==> src/rtl/fnd_scan_if.sv <==
// Bus between the FND scan controller and its user/decoder side.
// The master drives the scan controls and digits; the slave drives the decoder signals.
interface fnd_scan_if;
  logic        i_en;
  logic        i_load;
  logic [15:0] i_digits;
  logic        i_lzb;
  logic [1:0]  o_digitSelect;
  logic [3:0]  o_value;
  logic        o_en;
  logic        o_frame;

  modport master (
    output i_en, i_load, i_digits, i_lzb,
    input  o_digitSelect, o_value, o_en, o_frame
  );

  modport slave (
    input  i_en, i_load, i_digits, i_lzb,
    output o_digitSelect, o_value, o_en, o_frame
  );
endinterface

==> src/rtl/fnd_scan_controller.sv <==
// Time-multiplexed 4-digit FND scan controller with blanking gaps, leading-zero
// blanking and a frame-synchronous double buffer for the displayed digits.
module fnd_scan_controller #(
  parameter int SHOW_CYCLES  = 4,
  parameter int BLANK_CYCLES = 1,
  parameter int CNT_W        = 16
) (
  input  logic        i_clk,
  input  logic        i_reset,
  fnd_scan_if.slave   bus
);

  typedef enum logic [1:0] {
    ST_IDLE,
    ST_SHOW,
    ST_BLANK
  } state_t;

  localparam int BLANK_LAST_I = (BLANK_CYCLES > 0) ? BLANK_CYCLES - 1 : 0;
  localparam logic [CNT_W-1:0] SHOW_LAST  = CNT_W'(SHOW_CYCLES - 1);
  localparam logic [CNT_W-1:0] BLANK_LAST = CNT_W'(BLANK_LAST_I);

  state_t             r_state, w_state_nxt;
  logic [CNT_W-1:0]   r_cnt, w_cnt_nxt;
  logic [1:0]         r_idx, w_idx_nxt;
  logic [15:0]        r_pending, w_pending_nxt;
  logic [15:0]        r_active, w_active_nxt;
  logic               r_pend_valid, w_pend_valid_nxt;
  logic               w_frame_start;
  logic               w_lead_zero;

  logic [1:0]         r_sel, w_sel_nxt;
  logic [3:0]         r_val, w_val_nxt;
  logic               r_en, w_en_nxt;
  logic               r_frame, w_frame_nxt;

  // NOTE: every signal gets a default at the top of always_comb, so no path
  // through the case/if tree can leave one unassigned and infer a latch.
  always_comb begin
    w_state_nxt      = r_state;
    w_cnt_nxt        = r_cnt;
    w_idx_nxt        = r_idx;
    w_frame_start    = 1'b0;
    w_pending_nxt    = r_pending;
    w_pend_valid_nxt = r_pend_valid;
    w_active_nxt     = r_active;

    if (!bus.i_en) begin
      w_state_nxt = ST_IDLE;
      w_cnt_nxt   = '0;
      w_idx_nxt   = '0;
    end else begin
      unique case (r_state)
        ST_IDLE: begin
          w_state_nxt   = ST_SHOW;
          w_cnt_nxt     = '0;
          w_idx_nxt     = '0;
          w_frame_start = 1'b1;
        end
        ST_SHOW: begin
          if (r_cnt == SHOW_LAST) begin
            w_cnt_nxt = '0;
            if (BLANK_CYCLES > 0) begin
              w_state_nxt = ST_BLANK;
            end else begin
              w_state_nxt   = ST_SHOW;
              w_idx_nxt     = r_idx + 2'd1;
              w_frame_start = (r_idx == 2'd3);
            end
          end else begin
            w_cnt_nxt = r_cnt + CNT_W'(1);
          end
        end
        ST_BLANK: begin
          if (r_cnt == BLANK_LAST) begin
            w_state_nxt   = ST_SHOW;
            w_cnt_nxt     = '0;
            w_idx_nxt     = r_idx + 2'd1;
            w_frame_start = (r_idx == 2'd3);
          end else begin
            w_cnt_nxt = r_cnt + CNT_W'(1);
          end
        end
        default: begin
          w_state_nxt = ST_IDLE;
          w_cnt_nxt   = '0;
          w_idx_nxt   = '0;
        end
      endcase
    end

    // A load coinciding with the frame start skips the pending buffer entirely.
    if (w_frame_start) begin
      if (bus.i_load) begin
        w_active_nxt = bus.i_digits;
      end else if (r_pend_valid) begin
        w_active_nxt = r_pending;
      end
      w_pend_valid_nxt = 1'b0;
    end else if (bus.i_load) begin
      w_pending_nxt    = bus.i_digits;
      w_pend_valid_nxt = 1'b1;
    end
  end

  always_comb begin
    w_lead_zero = 1'b0;
    unique case (w_idx_nxt)
      2'd1:    w_lead_zero = (w_active_nxt[15:4]  == '0);
      2'd2:    w_lead_zero = (w_active_nxt[15:8]  == '0);
      2'd3:    w_lead_zero = (w_active_nxt[15:12] == '0);
      default: w_lead_zero = 1'b0;
    endcase

    // Outputs are computed from the state being entered, then registered.
    w_sel_nxt   = '0;
    w_val_nxt   = '0;
    w_en_nxt    = 1'b0;
    w_frame_nxt = 1'b0;
    unique case (w_state_nxt)
      ST_SHOW: begin
        w_sel_nxt   = w_idx_nxt;
        w_val_nxt   = w_active_nxt[{w_idx_nxt, 2'b00} +: 4];
        w_en_nxt    = !(bus.i_lzb && w_lead_zero);
        w_frame_nxt = w_frame_start;
      end
      ST_BLANK: begin
        w_sel_nxt = r_sel;
        w_val_nxt = r_val;
      end
      default: ;
    endcase
  end

  // NOTE: sequential state uses non-blocking assignments so every register
  // samples the pre-edge values, independent of statement order.
  always_ff @(posedge i_clk) begin
    if (i_reset) begin
      r_state      <= ST_IDLE;
      r_cnt        <= '0;
      r_idx        <= '0;
      r_pending    <= '0;
      r_active     <= '0;
      r_pend_valid <= 1'b0;
      r_sel        <= '0;
      r_val        <= '0;
      r_en         <= 1'b0;
      r_frame      <= 1'b0;
    end else begin
      r_state      <= w_state_nxt;
      r_cnt        <= w_cnt_nxt;
      r_idx        <= w_idx_nxt;
      r_pending    <= w_pending_nxt;
      r_active     <= w_active_nxt;
      r_pend_valid <= w_pend_valid_nxt;
      r_sel        <= w_sel_nxt;
      r_val        <= w_val_nxt;
      r_en         <= w_en_nxt;
      r_frame      <= w_frame_nxt;
    end
  end

  assign bus.o_digitSelect = r_sel;
  assign bus.o_value       = r_val;
  assign bus.o_en          = r_en;
  assign bus.o_frame       = r_frame;

endmodule

==> src/flat_wrapper.sv <==
// flat-port wrapper written by rule: the top's interface ports become plain ports
module fnd_scan_controller_flat 
#(
  parameter int SHOW_CYCLES  = 4,
  parameter int BLANK_CYCLES = 1,
  parameter int CNT_W        = 16
)
  (i_clk, i_reset, bus_i_en, bus_i_load, bus_i_digits, bus_i_lzb, bus_o_digitSelect, bus_o_value, bus_o_en, bus_o_frame);
  fnd_scan_if bus_i ();
  input  logic i_clk;
  input  logic i_reset;
  input wire logic [$bits(bus_i.i_en)-1:0] bus_i_en;
  input wire logic [$bits(bus_i.i_load)-1:0] bus_i_load;
  input wire logic [$bits(bus_i.i_digits)-1:0] bus_i_digits;
  input wire logic [$bits(bus_i.i_lzb)-1:0] bus_i_lzb;
  output wire logic [$bits(bus_i.o_digitSelect)-1:0] bus_o_digitSelect;
  output wire logic [$bits(bus_i.o_value)-1:0] bus_o_value;
  output wire logic [$bits(bus_i.o_en)-1:0] bus_o_en;
  output wire logic [$bits(bus_i.o_frame)-1:0] bus_o_frame;
  assign bus_i.i_en = bus_i_en;
  assign bus_i.i_load = bus_i_load;
  assign bus_i.i_digits = bus_i_digits;
  assign bus_i.i_lzb = bus_i_lzb;
  assign bus_o_digitSelect = bus_i.o_digitSelect;
  assign bus_o_value = bus_i.o_value;
  assign bus_o_en = bus_i.o_en;
  assign bus_o_frame = bus_i.o_frame;
  fnd_scan_controller #(.SHOW_CYCLES(SHOW_CYCLES), .BLANK_CYCLES(BLANK_CYCLES), .CNT_W(CNT_W)) u_core (.i_clk(i_clk), .i_reset(i_reset), .bus(bus_i));
endmodule
==> config.mk <==
export PLATFORM = sky130hd
export DESIGN_NAME = fnd_scan_controller_flat
export DESIGN_NICKNAME = d
export VERILOG_FILES = /design/src/rtl/fnd_scan_if.sv /design/src/rtl/fnd_scan_controller.sv /design/src/flat_wrapper.sv
export SDC_FILE = /design/constraint.sdc
export NUM_CORES = 1
export LEC_CHECK = 0
export CORE_ASPECT_RATIO = 1.75
export CORE_MARGIN = 3
export CORE_UTILIZATION = 56
export CTS_BUF_LIST = sky130_fd_sc_hd__clkbuf_16
export DETAILED_ROUTE_END_ITERATION = 16
export PLACE_DENSITY = 0.78
export RECOVER_POWER = 25
export SYNTH_ARGS = -nofsm -noshare
export SYNTH_HDL_FRONTEND = slang
export SYNTH_SLANG_ARGS = --single-unit
==> constraint.sdc <==
create_clock -name i_clk -period 2.5 [get_ports i_clk]
set_clock_uncertainty 0.1 [all_clocks]
set_input_delay 0.5 -clock i_clk [delete_from_list [all_inputs] [get_ports i_clk]]
set_output_delay 0.5 -clock i_clk [all_outputs]
set_load 0.01 [all_outputs]
Word-level counts from Yosys, hierarchy flattened. Index checks and enable logic that the tools add are counted.

Bits of input ports: 21. Word-level logic and storage cells: 55. Register bits after elaboration: 61. Output and inout port bits: 8.

Bitwise operators: 3. Reduce and logical (&&, ||, !) cells: 11. Equal/unequal tests: 9. Add/sub/neg operators: 2. Shift-type cells: 1. Mux-type cells: 19.

Operator list (number): $mux 16 (5); $pmux 16 s2 (1); $add 16x1->16 const B (1); $eq 16x2->1 const B (1); $logic_not 16->1 (1); $shiftx 16x5->4 (1); $logic_not 12->1 (1); $eq 2x2->1 const B (5); $mux 2 (5); $logic_not 8->1 (1); $pmux 2 s2 (2); $pmux 4 s2 (1); $eq 2x1->1 const B (3); $pmux 2 s3 (1); $reduce_or 2->1 (3); $logic_not 4->1 (1); $not 1->1 (3); $pmux 1 s3 (1); $add 2x1->2 const B (1); $logic_not 2->1 (1); $mux 1 (2); $pmux 1 s2 (1); $reduce_and 2->1 (1); $logic_and 1x1->1 (1); $logic_not 1->1 (1).

Longest topological paths before layout.
Depth in word-level cells: 9. Gate-level depth with buffers: 10. Gate-level depth less buffers: 8.

Worst setup path before layout. Ideal clock, no wire load.

Path kind: register -> register. Start point: reg u_core.r_state[0]. End point: reg u_core.r_en (netlist: u_core.bus.o_en). Cell stages (with the launch flop): 11. Data arrival time: 2.081 ns. Period minus slack after synthesis: 2.312 ns. Setup slack: 0.188 ns. Setup time: 0.131 ns. Data required time: 2.269 ns. Path buffers: 2. Cell sequence: dfxtp_1 > inv_1 > ha_1 > clkbuf_1 > and3_1 > o21ai_1 > o22ai_2 > buf_4 > o211a_2 > o41ai_2 > a31oi_1.

Longest elaborated chain between the ends: 8. Elaborated cells between the ends (all ways): 24. Those cells by class: 6 x eq/ne; 10 x mux; 1 x bitwise; 7 x reduce/logical.

RTL lines: from (decl) (line fnd_scan_controller.sv:23) `state_t r_state, w_state_nxt;`; from (signal assigned) (line fnd_scan_controller.sv:150) `r_state <= w_state_nxt;`; $eq 2x2->1 or $logic_not 2->1 (tied branches) (line fnd_scan_controller.sv:53) `unique case (r_state)`; $pmux 1 s2 (line fnd_scan_controller.sv:53); $mux 1 (line fnd_scan_controller.sv:48) `if (!bus.i_en) begin`; $mux 16 (line fnd_scan_controller.sv:93) `if (w_frame_start) begin`; $logic_not 12->1, or another cell as far along (line fnd_scan_controller.sv:109) `2'd1: w_lead_zero = (w_active_nxt[15:4] == '0);`; $pmux 1 s3 (line fnd_scan_controller.sv:108) `unique case (w_idx_nxt)`; $logic_and 1x1->1 (line fnd_scan_controller.sv:124) `w_en_nxt = !(bus.i_lzb && w_lead_zero);`; $logic_not 1->1 (line fnd_scan_controller.sv:124); to (signal assigned) (line fnd_scan_controller.sv:158) `r_en <= w_en_nxt;`; to (decl) (line fnd_scan_controller.sv:34) `logic r_en, w_en_nxt;`.

Several ways; a longest one is shown, not always the timed one. A chain may end at the register's enable or synchronous reset.

Final worst setup path.
Start point: reg u_core.r_cnt[1]. End point: reg u_core.r_val[1] (netlist: u_core.bus.o_value[1]).

Longest elaborated chain between the ends: 7. Elaborated cells between the ends (all ways): 17. Those cells by class: 3 x eq/ne; 1 x shift; 12 x mux; 1 x reduce/logical.

RTL lines: from (decl) (line fnd_scan_controller.sv:24) `logic [CNT_W-1:0] r_cnt, w_cnt_nxt;`; from (signal assigned) (line fnd_scan_controller.sv:151) `r_cnt <= w_cnt_nxt;`; $logic_not 16->1 (line fnd_scan_controller.sv:75) `if (r_cnt == BLANK_LAST) begin`; $mux 1 (line fnd_scan_controller.sv:75); $pmux 1 s2 (line fnd_scan_controller.sv:53); $mux 1 (line fnd_scan_controller.sv:48); $mux 16 (line fnd_scan_controller.sv:93); $shiftx 16x5->4 (line fnd_scan_controller.sv:123) `w_val_nxt = w_active_nxt[{w_idx_nxt, 2'b00} +: 4];`; $pmux 4 s2 (line fnd_scan_controller.sv:120) `unique case (w_state_nxt)`; to (signal assigned) (line fnd_scan_controller.sv:157) `r_val <= w_val_nxt;`; to (decl) (line fnd_scan_controller.sv:33) `logic [3:0] r_val, w_val_nxt;`.

Several ways; a longest one is shown, not always the timed one.

==> impl_metrics.yaml <==
synthesis:
  postSynthCellCount: 363
  ys_seq_elements: 61
  yosys.cell_types.count: 62
  synth_edf_count: 0
  async_flop_share: 0
  syn-num-nets: 391
  synth_warnings: 0
  syn_area_um2: 3263
  synth_ff_type: "dfxtp_1"
  synth-seq-area-share: 0.3742
  synth.avg_cell_area_um2: 8.989
cts:
  cts.htree.levels: 3
  clock_latency_ns: 0.33
  path_clk_slew_ns: 0.05
  cts_buffer_depth: 2
  cts.sinks: 61
  cts_root_buf: "clkbuf_16"
  cts_setup_buffers: 0
  cts_buffers: 9
  cts_tree: "built"
layout:
  diodes: 0
  drive_above_1_share: 0.1675
  multiInputGateArea_um2: 1937
  final_cells: 494
  post-route-util: 0.7417
  regArea_um2: 1221
  fillers: 461
  fin_nets: 442
  syn_to_final_growth_pct: 26.96
hold_path:
  hold_depth: 2
  hold_path.class: "reg -> reg"
placement:
  dp_cells: 479
  dp_hpwl_um: 6154
  place.gp.congestion: 0.8956
  place_ws_ns: -0.04613
  portBuffers: 28
route:
  wl_per_cell_um: 17.38
  drtIter0Drc: 135
  wirelength_um: 8586
  drtAntennaViolNets: 0
  avgViaCountPerCell: 6.028
  dr.pass1.iters: 5
  drc: 0
  vias: 2978
floorplan:
  die_h_um: 107.0
  start_util: 0.5842
  dieArea_um2: 6815
  ioPinCount: 29
  die_w_um: 63.71
  row_count: 36
  coreArea_um2: 5585
sta:
  timing.fmax_ghz: 0.4180
  finalWorstSetupSlack_ns: 0.1077
  setup_tns_ns: 0
  worstMarginPinSlew_ns: 0.5494
  slew_violations: 0
  hold_ws_ns: 0.3522
  post-route-min-period_ns: 2.392
  maxSlewHeadroom: 0.6328
  hold_viol_final: 0
  setup_viol: 0
  min_period_over_period: 0.9569
  rsz0062_at_grt: "no"
worst_setup_path:
  cp-start-kind: "flip-flop"
  worstPathMaxFanout: 8
  reg2regPathDepth: 9
  critPathKind: "reg -> reg"
  arrival_ns: 2.49
  cp.required_ns: 2.59
  endpoint_kind: "flip-flop"
run_status:
  outcome: "finished clean"
global_route:
  grt_pass1_vias: 3048
  overflow: 0
  grt_max_degree: 36
  grt_pass1_wl_um: 14060
  antenna_found_initial: 0
  grt_use_total: 0.2703
power_and_ir_drop:
  vdd_drop_max_mv: 0.5030
  p_leak_nw: 1.649
  p_per_area_nw_per_um2: 654.2
run:
  drv_cap: 0
[critical path, cell delays in order, from the launching register on]
cell and delay (ns):
dfxtp_1 0.33, inv_1 0.06, ha_1 0.14, nor3b_2 0.19
buf_4 0.18, nand4_4 0.18, o311ai_2 0.44, o311ai_1 0.24
a32oi_1 0.25, o221ai_1 0.15
[Yosys cell counts (2+ instances only)]
cell type / count / area share
o22a_1: 2 / 0.0054
nor2b_1: 10 / 0.019
buf_1: 2 / 0.0023
mux2_2: 9 / 0.031
or3_1: 5 / 0.0096
nor2_1: 54 / 0.062
a41o_2: 3 / 0.010
dfxtp_1: 61 / 0.37
xnor2_1: 4 / 0.011
nor4_4: 3 / 0.020
clkbuf_1: 7 / 0.0081
nand3_1: 11 / 0.017
o31ai_1: 3 / 0.0069
nor3_1: 5 / 0.0077
nand2_1: 28 / 0.032
o22ai_1: 4 / 0.0077
xor2_1: 7 / 0.019
a32oi_1: 3 / 0.0081
o311a_1: 2 / 0.0061
and3_1: 3 / 0.0058
mux2i_1: 31 / 0.095
mux2_1: 2 / 0.0069
o211ai_1: 3 / 0.0069
buf_2: 4 / 0.0061
inv_1: 13 / 0.015
and4_1: 2 / 0.0054
or2_2: 2 / 0.0038
and2_1: 5 / 0.0096
a41oi_1: 3 / 0.0081
o221ai_1: 6 / 0.016
nor3b_1: 4 / 0.0092
o21ai_1: 4 / 0.0061
a21oi_1: 9 / 0.014
ha_1: 7 / 0.027
nand4_1: 5 / 0.0096
a211oi_1: 4 / 0.0092
o21ai_0: 8 / 0.012
[repair_timing]
| item | 4_1_cts | 5_1_grt |
|---|---|---|
| hold buffers | 0 | 0 |
| resized for setup | 0 | 4 |
| endpoints found under the setup margin | 0 | 5 |
[path summary, 6_finish.rpt]
path / start / to / slack, ns
setup / recovery: u_core.r_cnt[1]$_SDFF_PP0_ / u_core.bus.o_value[1]$_SDFFE_PP0P_ / 0.11
hold / removal: u_core.bus.o_digitSelect[1]$_SDFFE_PP0P_ / u_core.bus.o_digitSelect[1]$_SDFFE_PP0P_ / 0.35
setup reg to reg: u_core.r_cnt[1]$_SDFF_PP0_ / u_core.bus.o_value[1]$_SDFFE_PP0P_ / 0.11
hold reg to reg: u_core.bus.o_digitSelect[1]$_SDFFE_PP0P_ / u_core.bus.o_digitSelect[1]$_SDFFE_PP0P_ / 0.35
[area by class of cell]
type | count | share of cell area
flip-flops and latches | 61 | 0.2948
inverters | 13 | 0.01178
multi-input cells | 274 | 0.4675
clock inverters | 6 | 0.02477
repair buffers | 55 | 0.1238
clock buffers | 9 | 0.05436
well taps | 76 | 0.02295
[registers in the layout (all words and copies together), names as in the netlist]
signal and count:
u_core.r_cnt 16, u_core.bus.o_en 1, u_core.r_state 2, u_core.r_idx 2, u_core.r_pend_valid 1, u_core.bus.o_frame 1
u_core.bus.o_digitSelect 2, u_core.bus.o_value 4, u_core.r_pending 16, u_core.r_active 16
[logic make-up (layout without fill, tap and decap cells)]
| family | after synthesis | after routing | synth area share |
|---|---|---|---|
| buffers and inverters | 28 | 83 | 0.03720 |
| muxes | 42 | 42 | 0.1331 |
| xor gates and xnor gates | 11 | 11 | 0.02952 |
| adders and majority gates | 7 | 7 | 0.02684 |
| AOI/OAI and AO/OA | 69 | 69 | 0.1645 |
| DFF | 61 | 61 | 0.3742 |
| and+or+nand+nor | 145 | 145 | 0.2347 |
[where the power goes]
group,total [mW],internal (mW),switching [mW]
clock,1.38,0.957,0.420
sequential,1.03,1.01,0.0228
combinational,0.300,0.149,0.151
total,2.71,2.12,0.594
[routing by layer]
| metal | wire length [um] | up-vias | global-route usage |
|---|---|---|---|
| met3 | 287 | 35 | 0.07757 |
| met5 | 0 | - | 0 |
| met4 | 375 | 0 | 0.1731 |
| met2 | 4889 | 82 | 0.5071 |
| li1 | - | 1423 | - |
| met1 | 3033 | 1438 | 0.2455 |
[cell usage in the layout (no fill, tap or decap), drive strengths merged, types with 11 or more instances in the layout]
cell type and instances:
inv 13, nand3 12, mux2i 31, mux2 11, nor2 54, nand2 29, dfxtp 61, buf 25
clkdlybuf4s50 20, clkbuf 11, o21ai 12
[through the flow]
step,total power [mW],cell area (um2)
detailed placement,1.344,3806
global route,2.801,4143
floorplan,1.224,3263
global placement,1.337,3806
CTS,2.717,4134
finish,2.710,4143
No activity file was read; power rests on OpenSTA's default activity.
